<file path="config.mk">
export PLATFORM = sky130hd
export DESIGN_NAME = pipe_stage_reg
export DESIGN_NICKNAME = d
export VERILOG_FILES = /design/src/rtl/pipe_stage_reg.sv
export SDC_FILE = /design/constraint.sdc
export NUM_CORES = 1
export LEC_CHECK = 0
export ABC_AREA = 0
export BUFFER_PORTS_ARGS = -buffer_cell sky130_fd_sc_hd__buf_4
export CAP_MARGIN = 10
export CORE_MARGIN = 3
export CORE_UTILIZATION = 54
export CTS_BUF_LIST = sky130_fd_sc_hd__clkbuf_8
export DETAILED_ROUTE_END_ITERATION = 8
export GPL_ROUTABILITY_DRIVEN = 0
export PLACE_DENSITY = 0.8
export SLEW_MARGIN = 0
export SYNTH_ARGS = -nofsm -noshare
export SYNTH_HDL_FRONTEND = slang
export SYNTH_SLANG_ARGS = --single-unit
</file>
<file path="constraint.sdc">
create_clock -name clk_i -period 2.3 [get_ports clk_i]
set_input_delay 0.46 -clock clk_i [delete_from_list [all_inputs] [get_ports clk_i]]
set_output_delay 0.46 -clock clk_i [all_outputs]
set_load 0.02 [all_outputs]
</file>
<file path="src/rtl/pipe_stage_reg.sv">
// rtl/pipe_stage_reg.sv - parametrised pipeline stage register with handshake, flush and optional skid entry
module pipe_stage_reg #(
    parameter int DATA_W = 32,
    parameter int LANES  = 2,
    parameter int ADDR_W = 5,
    parameter int CTRL_W = 2,
    parameter int SKID   = 1
) (
    input  logic                    clk_i,
    input  logic                    rst_n_i,
    input  logic                    in_valid_i,
    output logic                    in_ready_o,
    input  logic                    flush_i,
    input  logic [CTRL_W-1:0]       ctrl_i,
    input  logic [LANES*DATA_W-1:0] lanes_i,
    input  logic [ADDR_W-1:0]       rd_i,
    output logic                    out_valid_o,
    input  logic                    out_ready_i,
    output logic [CTRL_W-1:0]       ctrl_o,
    output logic [LANES*DATA_W-1:0] lanes_o,
    output logic [ADDR_W-1:0]       rd_o
);

    // bit 0 = main entry valid, bit 1 = skid entry valid; both outputs come straight off flops
    typedef enum logic [1:0] {
        S_EMPTY     = 2'b00,
        S_FULL      = 2'b01,
        S_FULL_SKID = 2'b11
    } state_e;

    state_e                    state_q, state_d;
    logic [1:0]                state_bits;
    logic [CTRL_W-1:0]         ctrl_q, ctrl_d;
    logic [LANES*DATA_W-1:0]   lanes_q, lanes_d;
    logic [ADDR_W-1:0]         rd_q, rd_d;
    logic [CTRL_W-1:0]         skid_ctrl_q, skid_ctrl_d;
    logic [LANES*DATA_W-1:0]   skid_lanes_q, skid_lanes_d;
    logic [ADDR_W-1:0]         skid_rd_q, skid_rd_d;
    logic                      accept;
    logic                      pop;

    assign state_bits  = state_q;
    assign out_valid_o = state_bits[0];
    assign ctrl_o      = ctrl_q;
    assign lanes_o     = lanes_q;
    assign rd_o        = rd_q;

    // ready is a flop with the skid entry; without it, ready looks through to the downstream
    generate
        if (SKID != 0) begin : g_skid_ready
            assign in_ready_o = ~state_bits[1];
        end else begin : g_comb_ready
            assign in_ready_o = ~state_bits[0] | out_ready_i;
        end
    endgenerate

    assign accept = in_valid_i & in_ready_o;
    assign pop    = out_valid_o & out_ready_i;

    // next-state and datapath: flush wins over everything, control is zeroed whenever main empties
    always_comb begin
        state_d      = state_q;
        ctrl_d       = ctrl_q;
        lanes_d      = lanes_q;
        rd_d         = rd_q;
        skid_ctrl_d  = skid_ctrl_q;
        skid_lanes_d = skid_lanes_q;
        skid_rd_d    = skid_rd_q;
        if (flush_i) begin
            state_d     = S_EMPTY;
            ctrl_d      = '0;
            skid_ctrl_d = '0;
        end else begin
            case (state_q)
                S_EMPTY: begin
                    if (accept) begin
                        state_d = S_FULL;
                        ctrl_d  = ctrl_i;
                        lanes_d = lanes_i;
                        rd_d    = rd_i;
                    end
                end
                S_FULL: begin
                    if (accept && pop) begin
                        ctrl_d  = ctrl_i;
                        lanes_d = lanes_i;
                        rd_d    = rd_i;
                    end else if (accept && (SKID != 0)) begin
                        state_d      = S_FULL_SKID;
                        skid_ctrl_d  = ctrl_i;
                        skid_lanes_d = lanes_i;
                        skid_rd_d    = rd_i;
                    end else if (pop) begin
                        state_d = S_EMPTY;
                        ctrl_d  = '0;
                    end
                end
                S_FULL_SKID: begin
                    if (pop) begin
                        state_d     = S_FULL;
                        ctrl_d      = skid_ctrl_q;
                        lanes_d     = skid_lanes_q;
                        rd_d        = skid_rd_q;
                        skid_ctrl_d = '0;
                    end
                end
                default: begin
                    state_d = S_EMPTY;
                    ctrl_d  = '0;
                end
            endcase
        end
    end

    // state and payload registers, cleared asynchronously
    always_ff @(posedge clk_i or negedge rst_n_i) begin
        if (!rst_n_i) begin
            state_q      <= S_EMPTY;
            ctrl_q       <= '0;
            lanes_q      <= '0;
            rd_q         <= '0;
            skid_ctrl_q  <= '0;
            skid_lanes_q <= '0;
            skid_rd_q    <= '0;
        end else begin
            state_q      <= state_d;
            ctrl_q       <= ctrl_d;
            lanes_q      <= lanes_d;
            rd_q         <= rd_d;
            skid_ctrl_q  <= skid_ctrl_d;
            skid_lanes_q <= skid_lanes_d;
            skid_rd_q    <= skid_rd_d;
        end
    end

endmodule

</file>
==> metrics, run 1 <==
status completed; total gr overflow 0; final setup fails 0; DRT iter0 DRCs 121; Layout Utilization 0.7091; fillers 806; CP Launch Type register; TritonCTS buffer count 17; crit-path leading delay family flip-flops; final hold violations 0; vias per inst 5.400; worst slew pin tran 0.4255 ns; H-tree lvl count 4; Synth Cell Area 6372 µm²; Synth Area in Compound Gates 0.01590; final wirelength 13.10 mm; Synth top area share 0.5655; hold path start lanes_i[31]; Req. time, crit path 2.61 ns; area post-placement 7706 µm²; RSZ-0062 raised after global routing no; top cells by area, synth dfrtp_1, mux2_2, mux2_1, buf_2, ha_1; die width 114.6 µm; worst-case clock skew 0.004817 ns; CP Capture Type register; drt pass-1 iters 4; DRT antenna net count 0; post-cts resize count 0; crit path cell chain inv_1 -> ha_1 -> nor2_1 -> o21ai_4 -> buf_12 -> mux2_2; Mapped Avg Cell Area 15.32 µm²; Worst-path clk slew 0.07 ns; Skew-Pair Late Insertion Delay 0.43 ns; # diodes 0; Final Cycle Share 0.9046; Core Area 11470 µm²; Buf/Inv on CP 2; Final nets 651; # hold bufs at CTS 1; instance count of the mapped netlist 416; vias in the first global route 4355; simple-gate area share of the yosys netlist 0.01728; most frequent cells in the layout mux2_2, buf_4, dfrtp_1; DIE AREA 13140 µm²; most common cell after layout, fill and taps aside mux2_2; mux contribution to synthesized area 0.3727; data arrival time of the critical path 2.40 ns; Post-Layout Cell Count 727; CTS tree built; Global Route Usage Sum 0.2103; leading area contributor after synthesis dfrtp_1; Yosys reg bits 144; YS warnings 0; critical path type reg2reg; Slew Viols, Final 0; clk buf depth 2; Cell Rows 39; Post-Synth XOR/XNOR Area 0; share of layout cells above drive strength 1 0.6695; CP max stage delay 0.47 ns; CP Max Fanout 42; vias 3926; antenna violations before repair 0; dpl cells 694; IO Port Bufs 148; Max VDD drop 0.7841 mV; fin area 8132 µm²; I/O pin total 149; # clock sinks 144; first-pass GRT wire length 21.31 mm; min Tclk post-route 2.080 ns; setup bufs post-CTS 0; Area Overhead vs Synth 27.61%; Detailed Place HPWL 9.267 mm; Power Dens Cells 1330 nW/µm²; sequential-to-total area share from yosys stat 0.5655; CTS Root Cell clkbuf_8; largest net degree at the start of global routing 51; Static Leak 3.712 nW; Critical-path top delay cell dfrtp_1; FMAX 480.7 MHz; combinational family with the most area after synthesis multiplexers; DRC violations left 0; syn_nets 496; max_cap viols 0; initial core utilization 0.5557; critical path launch point state_bits[1]; Avg WL per Cell 18.02 µm; worst hold path class in2reg; post-synth cell types 29; Die Y-Extent 114.6 µm; Rel. slew slack 0.7163; setup TNS 0 ns; FF-to-FF Start state_bits[1]; area share of fa/ha/maj cells after synthesis 0.007854
## registers in the layout (all words and copies together) (netlist names)
register	flops
state_bits	2
skid_rd_q	5
skid_lanes_q	64
lanes_o	64
rd_o	5
skid_ctrl_q	2
ctrl_o	2
## power by group
part / internal [W] / switching (W) / total [W]
registers: 0.00381 / 0.000664 / 0.00447
clock network: 0.00115 / 0.000856 / 0.00201
logic: 0.00234 / 0.00200 / 0.00434
total: 0.00729 / 0.00352 / 0.0108
## cell type report
type	instances	area [µm²]	area share
Tap cell	143	178.9	0.02200
Timing Repair Buffer	160	1270	0.1562
Clock inverter	8	85.08	0.01046
Sequential cell	144	3603	0.4431
Inverter	2	7.507	0.0009232
Clock buffer	24	330.3	0.04062
Multi-Input combinational cell	246	2656	0.3267
## metal layers
| layer | GRT usage | vias up | wire, µm |
|---|---|---|---|
| met5 | 0 | - | 0 |
| met4 | 0.07997 | 0 | 208 |
| met3 | 0.06607 | 15 | 904 |
| met2 | 0.3609 | 107 | 6707 |
| met1 | 0.2465 | 1994 | 5280 |
| li1 | - | 1810 | - |
## worst paths after layout
check / cells past startpoint / slack (ns) / end
max: 6 / 0.22 / lanes_o[16]
min: 2 / 0.27 / skid_lanes_q[31]
max reg2reg: 6 / 0.22 / lanes_o[16]
min reg2reg: 1 / 0.50 / lanes_o[9]
max in group asynchronous: 3 / 1.11 / skid_lanes_q[27]
min in group asynchronous: 2 / 0.52 / skid_lanes_q[1]
## cell families after synthesis
logic type / Yosys count
muxes: 211
DFF: 144
buffers and inverters: 26
and+or+nand+nor: 18
AOI/OAI and AO/OA: 13
adders and majority gates: 4
## synth_stat cells (all sizes together)
master    n
inv       2
nand2     2
nand3b    2
a22o      2
nor3      2
ha        4
clkbuf    4
nand4     1
mux2i     1
nor2      3
mux2    210
o221ai    1
dfrtp   144
a22oi     1
o21ai     3
o21a      1
nand3     2
a211oi    1
a221o     1
nand2b    2
a211o     1
nor3b     4
buf      20
a21oi     2
## stage by stage
stage	power, W	worst slack, ns	hold WS, ns
final	0.01082	0.2195	0.2669
after global placement	0.008675	0.3287	0.4116
after floorplan	0.007107	0.1931	0.1644
after detailed placement	0.008923	0.2405	0.4140
after CTS	0.01095	0.2270	0.2350
after global routing	0.01148	0.1342	0.2354
No activity file was read; power rests on OpenSTA's default activity.
==> inputs of run 2 (changes only) <==
--- a/config.mk
+++ b/config.mk
@@ -9,11 +9,11 @@
 export BUFFER_PORTS_ARGS = -buffer_cell sky130_fd_sc_hd__buf_4
 export CAP_MARGIN = 10
 export CORE_MARGIN = 3
-export CORE_UTILIZATION = 54
+export CORE_UTILIZATION = 50
 export CTS_BUF_LIST = sky130_fd_sc_hd__clkbuf_8
 export DETAILED_ROUTE_END_ITERATION = 8
 export GPL_ROUTABILITY_DRIVEN = 0
-export PLACE_DENSITY = 0.8
+export PLACE_DENSITY = 0.78
 export SLEW_MARGIN = 0
 export SYNTH_ARGS = -nofsm -noshare
 export SYNTH_HDL_FRONTEND = slang
==> constraint.sdc (replaced) <==
create_clock -name clk_i -period 1.7 [get_ports clk_i]
set_input_delay 0.34 -clock clk_i [delete_from_list [all_inputs] [get_ports clk_i]]
set_output_delay 0.34 -clock clk_i [all_outputs]
set_load 0.02 [all_outputs]
==> run 2 against run 1 <==
The run now ends with negative setup slack left. Sequential cell count unchanged. Clock-buffer cell count decreased by 2. Core utilization grew 5.1 points. Worst setup slack worse by 0.38 ns. Non-clock buffer count rose by 49. Cell area increased by 14%.
==> metrics, run 2 (synthesized netlist as in run 1, its figures left out) <==
status complete, but fails checks (was completed); failing checks negative setup slack; Static Leak 4.445 nW (was 3.712 nW); Buf/Inv on CP 2 (unchanged); Avg WL per Cell 20.84 µm (was 18.02 µm); Area Overhead vs Synth 45.61% (was 27.61%); CTS tree built (unchanged); critical path type reg2reg (unchanged); Power Dens Cells 1814 nW/µm² (was 1330 nW/µm²); # clock sinks 144 (unchanged); fillers 786 (was 806); largest net degree at the start of global routing 43 (was 51); antenna violations before repair 0 (unchanged); Final Cycle Share 1.093 (was 0.9046); final hold violations 0 (unchanged); area post-placement 7945 µm² (was 7706 µm²); # diodes 0 (unchanged); DRT antenna net count 0 (unchanged); initial core utilization 0.5218 (was 0.5557); setup TNS -12.49 ns (was 0 ns); Worst-path clk slew 0.08 ns (was 0.07 ns); Max VDD drop 1.111 mV (was 0.7841 mV); DRT iter0 DRCs 179 (was 121); share of layout cells above drive strength 1 0.7362 (was 0.6695); TritonCTS buffer count 17 (unchanged); first-pass GRT wire length 23.65 mm (was 21.31 mm); CP max stage delay 0.47 ns (about the same); RSZ-0062 raised after global routing yes (was no); min Tclk post-route 1.858 ns (was 2.080 ns); Detailed Place HPWL 9.455 mm (was 9.267 mm); total gr overflow 0 (unchanged); Slew Viols, Final 0 (unchanged); Rel. slew slack 0.7082 (was 0.7163); crit path cell chain nand2b_4 -> a211oi_4 -> o21ai_4 -> buf_6 -> clkbuf_16 -> mux2_4 (was inv_1 -> ha_1 -> nor2_1 -> o21ai_4 -> buf_12 -> mux2_2); worst-case clock skew 0.01097 ns (was 0.004817 ns); CP Launch Type register (unchanged); CTS Root Cell clkbuf_8 (unchanged); Critical-path top delay cell dfrtp_2 (was dfrtp_1); post-layout worst setup margin -0.1579 ns (was 0.2195 ns); data arrival time of the critical path 2.18 ns (was 2.40 ns); IO Port Bufs 148 (unchanged); sequential cell area 3606 µm² (was 3603 µm²); Core Area 12210 µm² (was 11470 µm²); footprint of the multi-input gates 3024 µm² (was 2656 µm²); worst slew pin tran 0.4378 ns (was 0.4255 ns); Req. time, crit path 2.02 ns (was 2.61 ns); Tot Pwr 0.01683 W (was 0.01082 W); drt pass-1 iters 5 (was 4); clk buf depth 2 (unchanged); Die Y-Extent 118.9 µm (was 114.6 µm); H-tree lvl count 4 (unchanged); I/O pin total 149 (unchanged); Cell Rows 40 (was 39); vias in the first global route 4581 (was 4355); CP Capture Type register (unchanged); most frequent cells in the layout buf_4, mux2_2, dfrtp_1 (was mux2_2, buf_4, dfrtp_1); crit-path leading delay family flip-flops (unchanged); vias per inst 5.380 (was 5.400); most common cell after layout, fill and taps aside buf_4 (was mux2_2); vias 4309 (was 3926); DIE AREA 14130 µm² (was 13140 µm²); FMAX 538.2 MHz (was 480.7 MHz); worst hold path class in2reg (unchanged); DRC violations left 0 (unchanged); Skew-Pair Late Insertion Delay 0.44 ns (was 0.43 ns); CP Max Fanout 6 (was 42); max_cap viols 0 (unchanged); fin area 9279 µm² (was 8132 µm²); final setup fails 142 (was 0); Final nets 700 (was 651); Post-Layout Cell Count 801 (was 727); dpl cells 736 (was 694); Global Route Usage Sum 0.2134 (was 0.2103); die width 118.9 µm (was 114.6 µm); final wirelength 16.69 mm (was 13.10 mm)
==> run 2: cell types whose count changed in the layout (fill, tap and decap cells not counted), sizes merged <==
cell	previous run	this run
inv	6	7
clkbuf	24	32
clkinv	2	3
buf	159	198
==> run 2: path summary, 6_finish.rpt <==
check	to	from	slack, ns	cells past startpoint
min in group asynchronous	skid_lanes_q[6]	rst_n_i	0.40	2
worst max-delay path	lanes_o[26]	state_bits[1]	-0.16	6
max in group asynchronous	skid_lanes_q[13]	rst_n_i	0.71	3
worst max register to register	lanes_o[26]	state_bits[1]	-0.16	6
worst min register to register	skid_rd_q[0]	skid_rd_q[0]	0.50	1
worst min-delay path	skid_lanes_q[14]	lanes_i[14]	0.14	2
==> run 2: final cells by class <==
class                           instances  area share
Sequential cell                       144      0.3886
Clock inverter                         10     0.01011
Timing Repair Buffer                  209      0.2190
Multi-Input combinational cell        246      0.3259
Inverter                                2    0.001079
Tap cell                              168     0.02265
Clock buffer                           22     0.03263
==> run 2: per-layer routing <==
layer  wire, µm  part of all wire  vias to the layer above  global-route usage
li1           -                 -                     1924                   -
met1       6978              0.42                     2229              0.2631
met2       8482              0.51                      129              0.3517
met3        905             0.054                       27             0.06980
met4        322             0.019                        0             0.07893
met5          0                 0                        -                   0
==> run 2: report_power, final <==
part           switching [W]  total (W)  internal (W)
logic                0.00333    0.00800       0.00467
clock network        0.00118    0.00265       0.00147
registers            0.00102    0.00618       0.00516
total                0.00554     0.0168        0.0113
==> run 2: timing repair <==
| item | CTS | global route |
|---|---|---|
| hold endpoints to repair | 37 | 0 |
| buffers inserted | 12 | 2 |
| hold buffers | 1 | 0 |
| endpoints found under the setup margin | 142 | 144 |
| gates resized for setup | 28 | 75 |
| pin swaps | 6 | 5 |
| gates cloned | 6 | 12 |
==> run 2: per-stage QoR <==
step	hold slack [ns]	setup WS (ns)	utilization
2_1_floorplan	0.04441	-0.1446	-
3_3_place_gp	0.2932	-0.08240	0.6506
3_5_place_dp	0.2903	-0.1383	0.6506
4_1_cts	0.1145	-0.1090	0.7129
5_1_grt	0.1164	-0.1933	0.7598
6_report	0.1374	-0.1579	0.7598
